==> config.mk <==
export PLATFORM = sky130hd
export DESIGN_NAME = mem_access_unit
export DESIGN_NICKNAME = d
export VERILOG_FILES = /design/src/rtl/mem_access_unit.sv
export SDC_FILE = /design/constraint.sdc
export NUM_CORES = 1
export LEC_CHECK = 0
export CORE_MARGIN = 2
export CORE_UTILIZATION = 47
export DETAILED_ROUTE_END_ITERATION = 10
export PLACE_DENSITY_LB_ADDON = 0.15
export SETUP_SLACK_MARGIN = 0.02
export SYNTH_ARGS = -nofsm -noshare
export SYNTH_HDL_FRONTEND = slang
export SYNTH_SLANG_ARGS = --single-unit
==> constraint.sdc <==
create_clock -name CLK -period 2.6 [get_ports CLK]
set_input_delay 0.26 -clock CLK [delete_from_list [all_inputs] [get_ports CLK]]
set_output_delay 0.26 -clock CLK [all_outputs]
set_load 0.01 [all_outputs]
==> src/rtl/mem_access_unit.sv <==
// MEM-stage load/store unit: alignment/range checking, byte/half read-modify-write,
// big-endian lane extraction and extension in front of a 1-cycle word-wide data memory.
module mem_access_unit #(
    parameter logic [31:0] BASE_WORD  = 32'h4B00,
    parameter int          ADDR_WIDTH = 10
) (
    input  logic        CLK,
    input  logic        RST_N,
    input  logic        REQ,
    input  logic [5:0]  OPCODE,
    input  logic [31:0] ADDR,
    input  logic [31:0] WDATA,
    output logic [31:0] RDATA,
    output logic        DONE,
    output logic        ERR,
    output logic        BUSY,
    output logic [31:0] MEM_ADDR,
    output logic        MEM_RW_RD,
    output logic [31:0] MEM_DIN,
    input  logic [31:0] MEM_DOUT
);
    // state | meaning
    // IDLE  | waiting for REQ
    // RD    | read cycle on the data memory
    // LFMT  | extract/extend load lane into RDATA
    // MERGE | splice store lane into the read word
    // WR    | single write cycle (MEM_RW_RD=0)
    // ERRS  | rejected request, report ERR
    typedef enum logic [2:0] {IDLE, RD, LFMT, MERGE, WR, ERRS} state_t;

    localparam logic [5:0] OP_LB = 6'h20, OP_LH = 6'h21, OP_LW = 6'h23, OP_LBU = 6'h24;
    localparam logic [5:0] OP_LHU = 6'h25, OP_SB = 6'h28, OP_SH = 6'h29, OP_SW = 6'h2B;
    localparam logic [31:0] LAST_WORD = BASE_WORD + (32'd1 << ADDR_WIDTH) - 32'd1;

    state_t      state;
    logic [5:0]  op_q;
    logic [1:0]  off_q;
    logic [15:0] wdata_q;

    logic [31:0] req_idx;
    logic        legal, aligned, is_load, in_range;
    logic [7:0]  lane_b;
    logic [15:0] lane_h;
    logic [31:0] load_val, merged;

    assign req_idx  = {2'b00, ADDR[31:2]};
    assign in_range = (req_idx >= BASE_WORD) && (req_idx <= LAST_WORD);
    assign BUSY     = (state != IDLE);

    always_comb begin
        legal   = 1'b1;
        aligned = 1'b1;
        is_load = 1'b0;
        case (OPCODE)
            OP_LB, OP_LBU: is_load = 1'b1;
            OP_LH, OP_LHU: begin is_load = 1'b1; aligned = ~ADDR[0]; end
            OP_LW:         begin is_load = 1'b1; aligned = (ADDR[1:0] == 2'b00); end
            OP_SB:         aligned = 1'b1;
            OP_SH:         aligned = ~ADDR[0];
            OP_SW:         aligned = (ADDR[1:0] == 2'b00);
            default:       legal = 1'b0;
        endcase
    end

    // Big-endian lanes: byte offset 0 is the most significant byte.
    always_comb begin
        lane_b = 8'h00;
        case (off_q)
            2'd0:    lane_b = MEM_DOUT[31:24];
            2'd1:    lane_b = MEM_DOUT[23:16];
            2'd2:    lane_b = MEM_DOUT[15:8];
            default: lane_b = MEM_DOUT[7:0];
        endcase
        lane_h = off_q[1] ? MEM_DOUT[15:0] : MEM_DOUT[31:16];

        load_val = MEM_DOUT;
        case (op_q)
            OP_LB:   load_val = {{24{lane_b[7]}}, lane_b};
            OP_LBU:  load_val = {24'h000000, lane_b};
            OP_LH:   load_val = {{16{lane_h[15]}}, lane_h};
            OP_LHU:  load_val = {16'h0000, lane_h};
            default: load_val = MEM_DOUT;
        endcase

        merged = MEM_DOUT;
        if (op_q == OP_SH) begin
            merged = off_q[1] ? {MEM_DOUT[31:16], wdata_q} : {wdata_q, MEM_DOUT[15:0]};
        end else begin
            case (off_q)
                2'd0:    merged = {wdata_q[7:0], MEM_DOUT[23:0]};
                2'd1:    merged = {MEM_DOUT[31:24], wdata_q[7:0], MEM_DOUT[15:0]};
                2'd2:    merged = {MEM_DOUT[31:16], wdata_q[7:0], MEM_DOUT[7:0]};
                default: merged = {MEM_DOUT[31:8], wdata_q[7:0]};
            endcase
        end
    end

    always_ff @(posedge CLK or negedge RST_N) begin
        if (!RST_N) begin
            state     <= IDLE;
            op_q      <= 6'h00;
            off_q     <= 2'b00;
            wdata_q   <= 16'h0000;
            MEM_ADDR  <= 32'h0;
            MEM_DIN   <= 32'h0;
            MEM_RW_RD <= 1'b1;
            RDATA     <= 32'h0;
            DONE      <= 1'b0;
            ERR       <= 1'b0;
        end else begin
            DONE <= 1'b0;
            ERR  <= 1'b0;
            case (state)
                IDLE: if (REQ) begin
                    op_q     <= OPCODE;
                    off_q    <= ADDR[1:0];
                    wdata_q  <= WDATA[15:0];
                    MEM_ADDR <= req_idx;
                    if (!legal || !aligned || !in_range) begin
                        state <= ERRS;
                    end else if (is_load || OPCODE != OP_SW) begin
                        state <= RD;
                    end else begin
                        MEM_DIN   <= WDATA;
                        MEM_RW_RD <= 1'b0;
                        state     <= WR;
                    end
                end
                RD:    state <= op_q[3] ? MERGE : LFMT;
                LFMT: begin
                    RDATA <= load_val;
                    DONE  <= 1'b1;
                    state <= IDLE;
                end
                MERGE: begin
                    MEM_DIN   <= merged;
                    MEM_RW_RD <= 1'b0;
                    state     <= WR;
                end
                WR: begin
                    MEM_RW_RD <= 1'b1;
                    DONE      <= 1'b1;
                    state     <= IDLE;
                end
                ERRS: begin
                    DONE  <= 1'b1;
                    ERR   <= 1'b1;
                    state <= IDLE;
                end
                default: state <= IDLE;
            endcase
        end
    end
endmodule

==> results of run 1 <==
## state kept, by name, indices dropped and copies added, names as in the netlist
name and flops:
MEM_DIN 32, wdata_q 16, DONE 1, ERR 1, off_q 2, MEM_ADDR 30
MEM_RW_RD 1, RDATA 32, op_q 6, state 3
## worst max-delay path, cell delays in order (launching register included)
cell	delay, ns
dfrtp_1	0.38
or3b_4	0.44
nor3_4	0.23
buf_4	0.27
o21ai_2	0.21
mux2i_1	0.27
a21oi_1	0.12
mux2_2	0.29
## cells by family after synthesis
logic type             count (synthesis)  synth area share
DFF                                  124             0.497
AOI/OAI and AO/OA                    144             0.138
other                                  1          0.000601
buffers and inverters                 48            0.0353
muxes                                109             0.208
and+or+nand+nor                      177             0.122
## per-stage QoR
step | util | cells | total power, W | area [um2] | hold WS (ns)
floorplan | - | 604 | 0.00620 | 6250 | -0.0356
global placement | 0.648 | 955 | 0.00851 | 8480 | 0.397
detailed placement | 0.648 | 955 | 0.00866 | 8480 | 0.405
CTS | 0.692 | 987 | 0.0110 | 9060 | 0.442
global route | 0.692 | 987 | 0.0115 | 9060 | 0.455
finish | 0.692 | 987 | 0.0109 | 9060 | 0.456
## layout make-up
cell class	instances	area, um2	share of cell area
well taps	176	220	0.0243
multi-input cells	432	2950	0.326
clock buffers	24	502	0.0554
clock inverters	7	62.6	0.00691
flip-flops and latches	124	3100	0.343
inverters	5	18.8	0.00207
repair buffers	219	2200	0.243
## power by group
part	internal [W]	switching, W
combinational	0.00277	0.00227
clock	0.00142	0.000814
sequential	0.00291	0.000702
total	0.00710	0.00378
## per-layer routing
layer | up-vias | GRT usage | wire length, um
met1 | 2683 | 0.366 | 7920
li1 | 2553 | - | -
met5 | - | 0 | 0
met2 | 272 | 0.423 | 8750
met3 | 41 | 0.0761 | 1640
met4 | 0 | 0.0878 | 367
## layout by cell type (no fill, tap or decap), types with 2 or more instances in the layout
cell type / n
o21ai_2: 3
mux2i_1: 16
inv_1: 5
nor3_1: 9
a31oi_1: 10
nand2_1: 67
clkbuf_8: 5
nor2b_1: 2
mux4_2: 8
nand3_1: 3
clkbuf_1: 2
a21oi_1: 69
nor2_4: 2
nor4_1: 3
mux2_2: 84
clkdlybuf4s50_1: 201
clkinv_2: 5
a22oi_1: 7
buf_12: 4
o21ai_0: 30
buf_4: 13
conb_1: 2
a221oi_1: 8
o221ai_1: 8
dfrtp_1: 123
nor2_1: 78
nor4b_1: 2
or3_1: 2
clkbuf_16: 17
## worst max-delay path by stage
stage,endpoint,slack (ns),cells after the start
global route,MEM_DIN[17],0.16,7
floorplan,op_q[0],0.59,6
finish,MEM_DIN[17],0.28,7
global placement,MEM_DIN[20],0.22,8
CTS,MEM_DIN[17],0.27,7
detailed placement,MEM_DIN[20],0.14,7
==> impl_metrics.json, run 1 <==
{
  "rr_worst_depth": 7,
  "coreArea_um2": 13100,
  "setup_slack_ns": 0.278,
  "ys_seq_area_frac": 0.497,
  "yosysMostFrequentCell": "dfrtp_1",
  "worstSetupPathType": "flip-flop to flip-flop",
  "grt_pass1_wl_um": 29600,
  "synth-main-ff-cell": "dfrtp_1",
  "hold_end": "MEM_ADDR[5]",
  "max_freq_mhz": 431,
  "wl_per_cell_um": 18.9,
  "drc": 0,
  "cts_made_buffers": 17,
  "clkTransAtPathRegs_ns": 0.05,
  "fin_nets": 904,
  "route.vias.total": 5549,
  "grt_pass1_vias": 5580,
  "synth_common_cells": "dfrtp_1, mux2_2, nor2_1",
  "worstHoldStart": "ADDR[7]",
  "synth_top_area_share": 0.493,
  "antenna_found_initial": 0,
  "setup_viol": 0,
  "maxCapViolCount": 0,
  "grt_use_total": 0.271,
  "rsz0062_at_grt": "no",
  "drt-pass1-iter-count": 7,
  "max_slew_margin": 0.403,
  "period_needed_ns": 2.32,
  "async_flop_share": 1.00,
  "crit_required_ns": 2.90,
  "fin_crit_sh": 0.893,
  "yosys_warnings": 0,
  "htreeDepth": 4,
  "synth_area_leaders": "dfrtp_1, mux2_2, a21oi_1",
  "rows": 42,
  "hpwl_um": 13800,
  "avgSynthCellArea_um2": 10.4,
  "syn_area_um2": 6240,
  "cts_hold_buf": 1,
  "grt_overflow": 0,
  "start_kind": "flip-flop",
  "drive_gt1_frac": 0.185,
  "drt_iter0_drc": 489,
  "synth_top_cell_by_area": "dfrtp_1",
  "syn_inst": 603,
  "power_per_cell_area_nw_per_um2": 1200,
  "initial_core_util": 0.477,
  "diodes": 0,
  "clock-sinks": 124,
  "dieHeight_um": 119,
  "synth-edff-count": 0,
  "clk_path_buf_depth": 2,
  "gp_congestion": 0.877,
  "hold_path.class": "input port to flip-flop",
  "worst_slew_pin_slew_ns": 0.889,
  "fillers": 972,
  "hold_depth": 2,
  "slew_viol_final": 0,
  "grt_max_degree": 63,
  "clk_latency_ns": 0.42,
  "finalHoldViolations": 0,
  "ctsResizeCount": 0,
  "ctsRootBufferMaster": "clkbuf_16",
  "place_ws_ns": 0.138,
  "status": "complete, no violations",
  "reg2reg_from": "op_q[1]",
  "r2r_slack_ns": 0.28,
  "areaGrowthSynthToFinish_pct": 45.0,
  "peakVddDrop_v": 0.000625,
  "setup_tns_ns": 0,
  "critPathLaunch": "op_q[1]",
  "antenna_left": 0,
  "postCtsSetupBuffers": 0,
  "synth_cell_types": 46,
  "cts_tree": "built",
  "vias_per_cell": 5.62,
  "worstReg2RegEnd": "MEM_DIN[17]",
  "ys_ff_latch": 124,
  "dieArea_um2": 14200,
  "cp.arrival_ns": 2.62,
  "pin_count": 205,
  "drt_wl_total_um": 18700,
  "io_buffer_count": 202,
  "end_kind": "flip-flop",
  "leakagePower_nw": 3.80,
  "crit_fanout": 21,
  "clock_skew_ns": 0.00766,
  "die_w_um": 119
}
Note: power is estimated with default switching activity, not from simulation.
==> run 2: changes to the inputs <==
Settings changed: ABC_CLOCK_PERIOD_IN_PS from default to 2600, CTS_CLUSTER_DIAMETER from default to 30.
==> results of run 2 <==
Final layout, timing and power as in run 1 (identical DEF).
==> run 3: changes to the inputs <==
Settings changed: CORE_MARGIN 2 to 3.
==> run 3 against run 2 <==
Effect of this change:
- first-iteration DRC count down 11%
- combinational power up 1%
- sequential power about the same
- sequential cell count unchanged
- design area up 0.48%
- hold slack worse by 0.0028 ns
- utilization up 1.7 points
- wire length up 2.8%
- cell count down 0.51%
- global-route usage down 0.21 points
- clock power up 7%
- power up 2.1%
- largest power group unchanged
==> impl_metrics.json, run 3 (synthesized netlist as in run 1, its figures left out) <==
{
  "multi_input_comb_area_um2": 2950,
  "met2_usage": 0.416,
  "fillers": 953,
  "finalHoldViolations": 0,
  "placed_cell_area_um2": 8490,
  "pin_count": 205,
  "register_area_um2": 3100,
  "mostFrequentLayoutCells": "clkdlybuf4s50_1, dfrtp_1, mux2_2, nor2_1, a21oi_1",
  "clkTransAtPathRegs_ns": 0.05,
  "fin_crit_sh": 0.901,
  "leakagePower_nw": 3.81,
  "crit_fanout": 21,
  "slew_viol_final": 0,
  "cts_made_buffers": 17,
  "drt-pass1-iter-count": 5,
  "wl_per_cell_um": 19.5,
  "fin_nets": 904,
  "max_slew_margin": 0.391,
  "use_met3": 0.0648,
  "hold_path.class": "input port to flip-flop",
  "drt_wl_total_um": 19200,
  "power_per_cell_area_nw_per_um2": 1220,
  "clk_latency_ns": 0.41,
  "clock_skew_ns": 0.0108,
  "die_w_um": 121,
  "dieArea_um2": 14700,
  "status": "complete, no violations",
  "route.vias.total": 5585,
  "postCtsSetupBuffers": 0,
  "setup_viol": 0,
  "rsz0062_at_grt": "no",
  "grt_pass1_wl_um": 30200,
  "initial_core_util": 0.487,
  "grt_max_degree": 60,
  "drt_iter0_drc": 434,
  "mostFrequentLayoutCell": "clkdlybuf4s50_1",
  "htreeDepth": 4,
  "cp.arrival_ns": 2.63,
  "worstSetupPathType": "flip-flop to flip-flop",
  "diodes": 0,
  "vias_per_cell": 5.69,
  "grt_util_met1": 0.365,
  "top_regs": "MEM_DIN x32, RDATA x32, MEM_ADDR x30",
  "peakVddDrop_v": 0.000666,
  "areaGrowthSynthToFinish_pct": 45.7,
  "start_kind": "flip-flop",
  "crit_required_ns": 2.89,
  "worst_slew_pin_slew_ns": 0.907,
  "hpwl_um": 14100,
  "drive_gt1_frac": 0.184,
  "antenna_left": 0,
  "grt_pass1_vias": 5603,
  "antenna_found_initial": 0,
  "busiest_layer": "met2",
  "rows": 41,
  "max_freq_mhz": 427,
  "gp_congestion": 0.867,
  "cts_tree": "built",
  "end_kind": "flip-flop",
  "clock-sinks": 124,
  "io_buffer_count": 202,
  "clk_path_buf_depth": 2,
  "period_needed_ns": 2.34,
  "grt_overflow": 0,
  "setup_tns_ns": 0,
  "fin_area_um2": 9100,
  "dieHeight_um": 121,
  "grt_use_total": 0.269,
  "drc": 0,
  "coreArea_um2": 12800,
  "ctsRootBufferMaster": "clkbuf_16",
  "maxCapViolCount": 0
}
[run 3: changes by cell type in the layout (fill, tap and decap cells not counted), sizes merged]
cell / before / now
bufinv: 1 / 3
clkbuf: 24 / 23
clkinv: 5 / 3
[run 3: worst max-delay path: stages (launching register included)]
cell     delay (ns)
dfrtp_1        0.38
or3b_4         0.45
nor3_4         0.23
buf_4          0.27
o21ai_2        0.20
mux2i_1        0.30
a21oi_1        0.10
mux2_1         0.29
[run 3: metrics by stage]
stage	cells	setup WS [ns]	total power [W]	hold slack, ns	util
floorplan	604	0.588	0.00620	-0.0356	-
global route	982	0.140	0.0118	0.446	0.710
CTS	982	0.273	0.0112	0.445	0.710
detailed placement	951	0.132	0.00871	0.385	0.662
finish	982	0.258	0.0111	0.453	0.710
global placement	951	0.190	0.00855	0.375	0.662
[run 3: report_power, final]
| part | internal [W] | switching, W |
|---|---|---|
| combinational | 0.00279 | 0.00231 |
| sequential | 0.00291 | 0.000706 |
| clock | 0.00159 | 0.000803 |
[run 3: layer usage]
layer	part of all wire	vias to the layer above
li1	-	2557
met1	0.42	2719
met2	0.47	265
met3	0.075	44
met4	0.030	0
met5	0	-
[run 3: layout make-up]
cell class / instances / share of cell area
well taps: 172 / 0.0236
repair buffers: 219 / 0.243
inverters: 5 / 0.00206
flip-flops and latches: 124 / 0.341
multi-input cells: 432 / 0.324
clock buffers: 23 / 0.0536
clock inverters: 7 / 0.0124
[run 3: final timing paths]
path                           start     endpoint  slack (ns)  cells after the start
min reg2reg                RDATA[15]    RDATA[15]        0.49                      2
min                          ADDR[8]  MEM_ADDR[6]        0.45                      2
min in group asynchronous      RST_N  MEM_ADDR[4]        0.46                      2
max reg2reg                  op_q[1]  MEM_DIN[20]        0.26                      7
max                          op_q[1]  MEM_DIN[20]        0.26                      7
max in group asynchronous      RST_N  MEM_DIN[29]        1.35                      3
[run 3: what timing repair did]
item	in CTS	in global routing
gates resized for setup	0	0
hold endpoints to repair	55	0
hold buffers	1	0
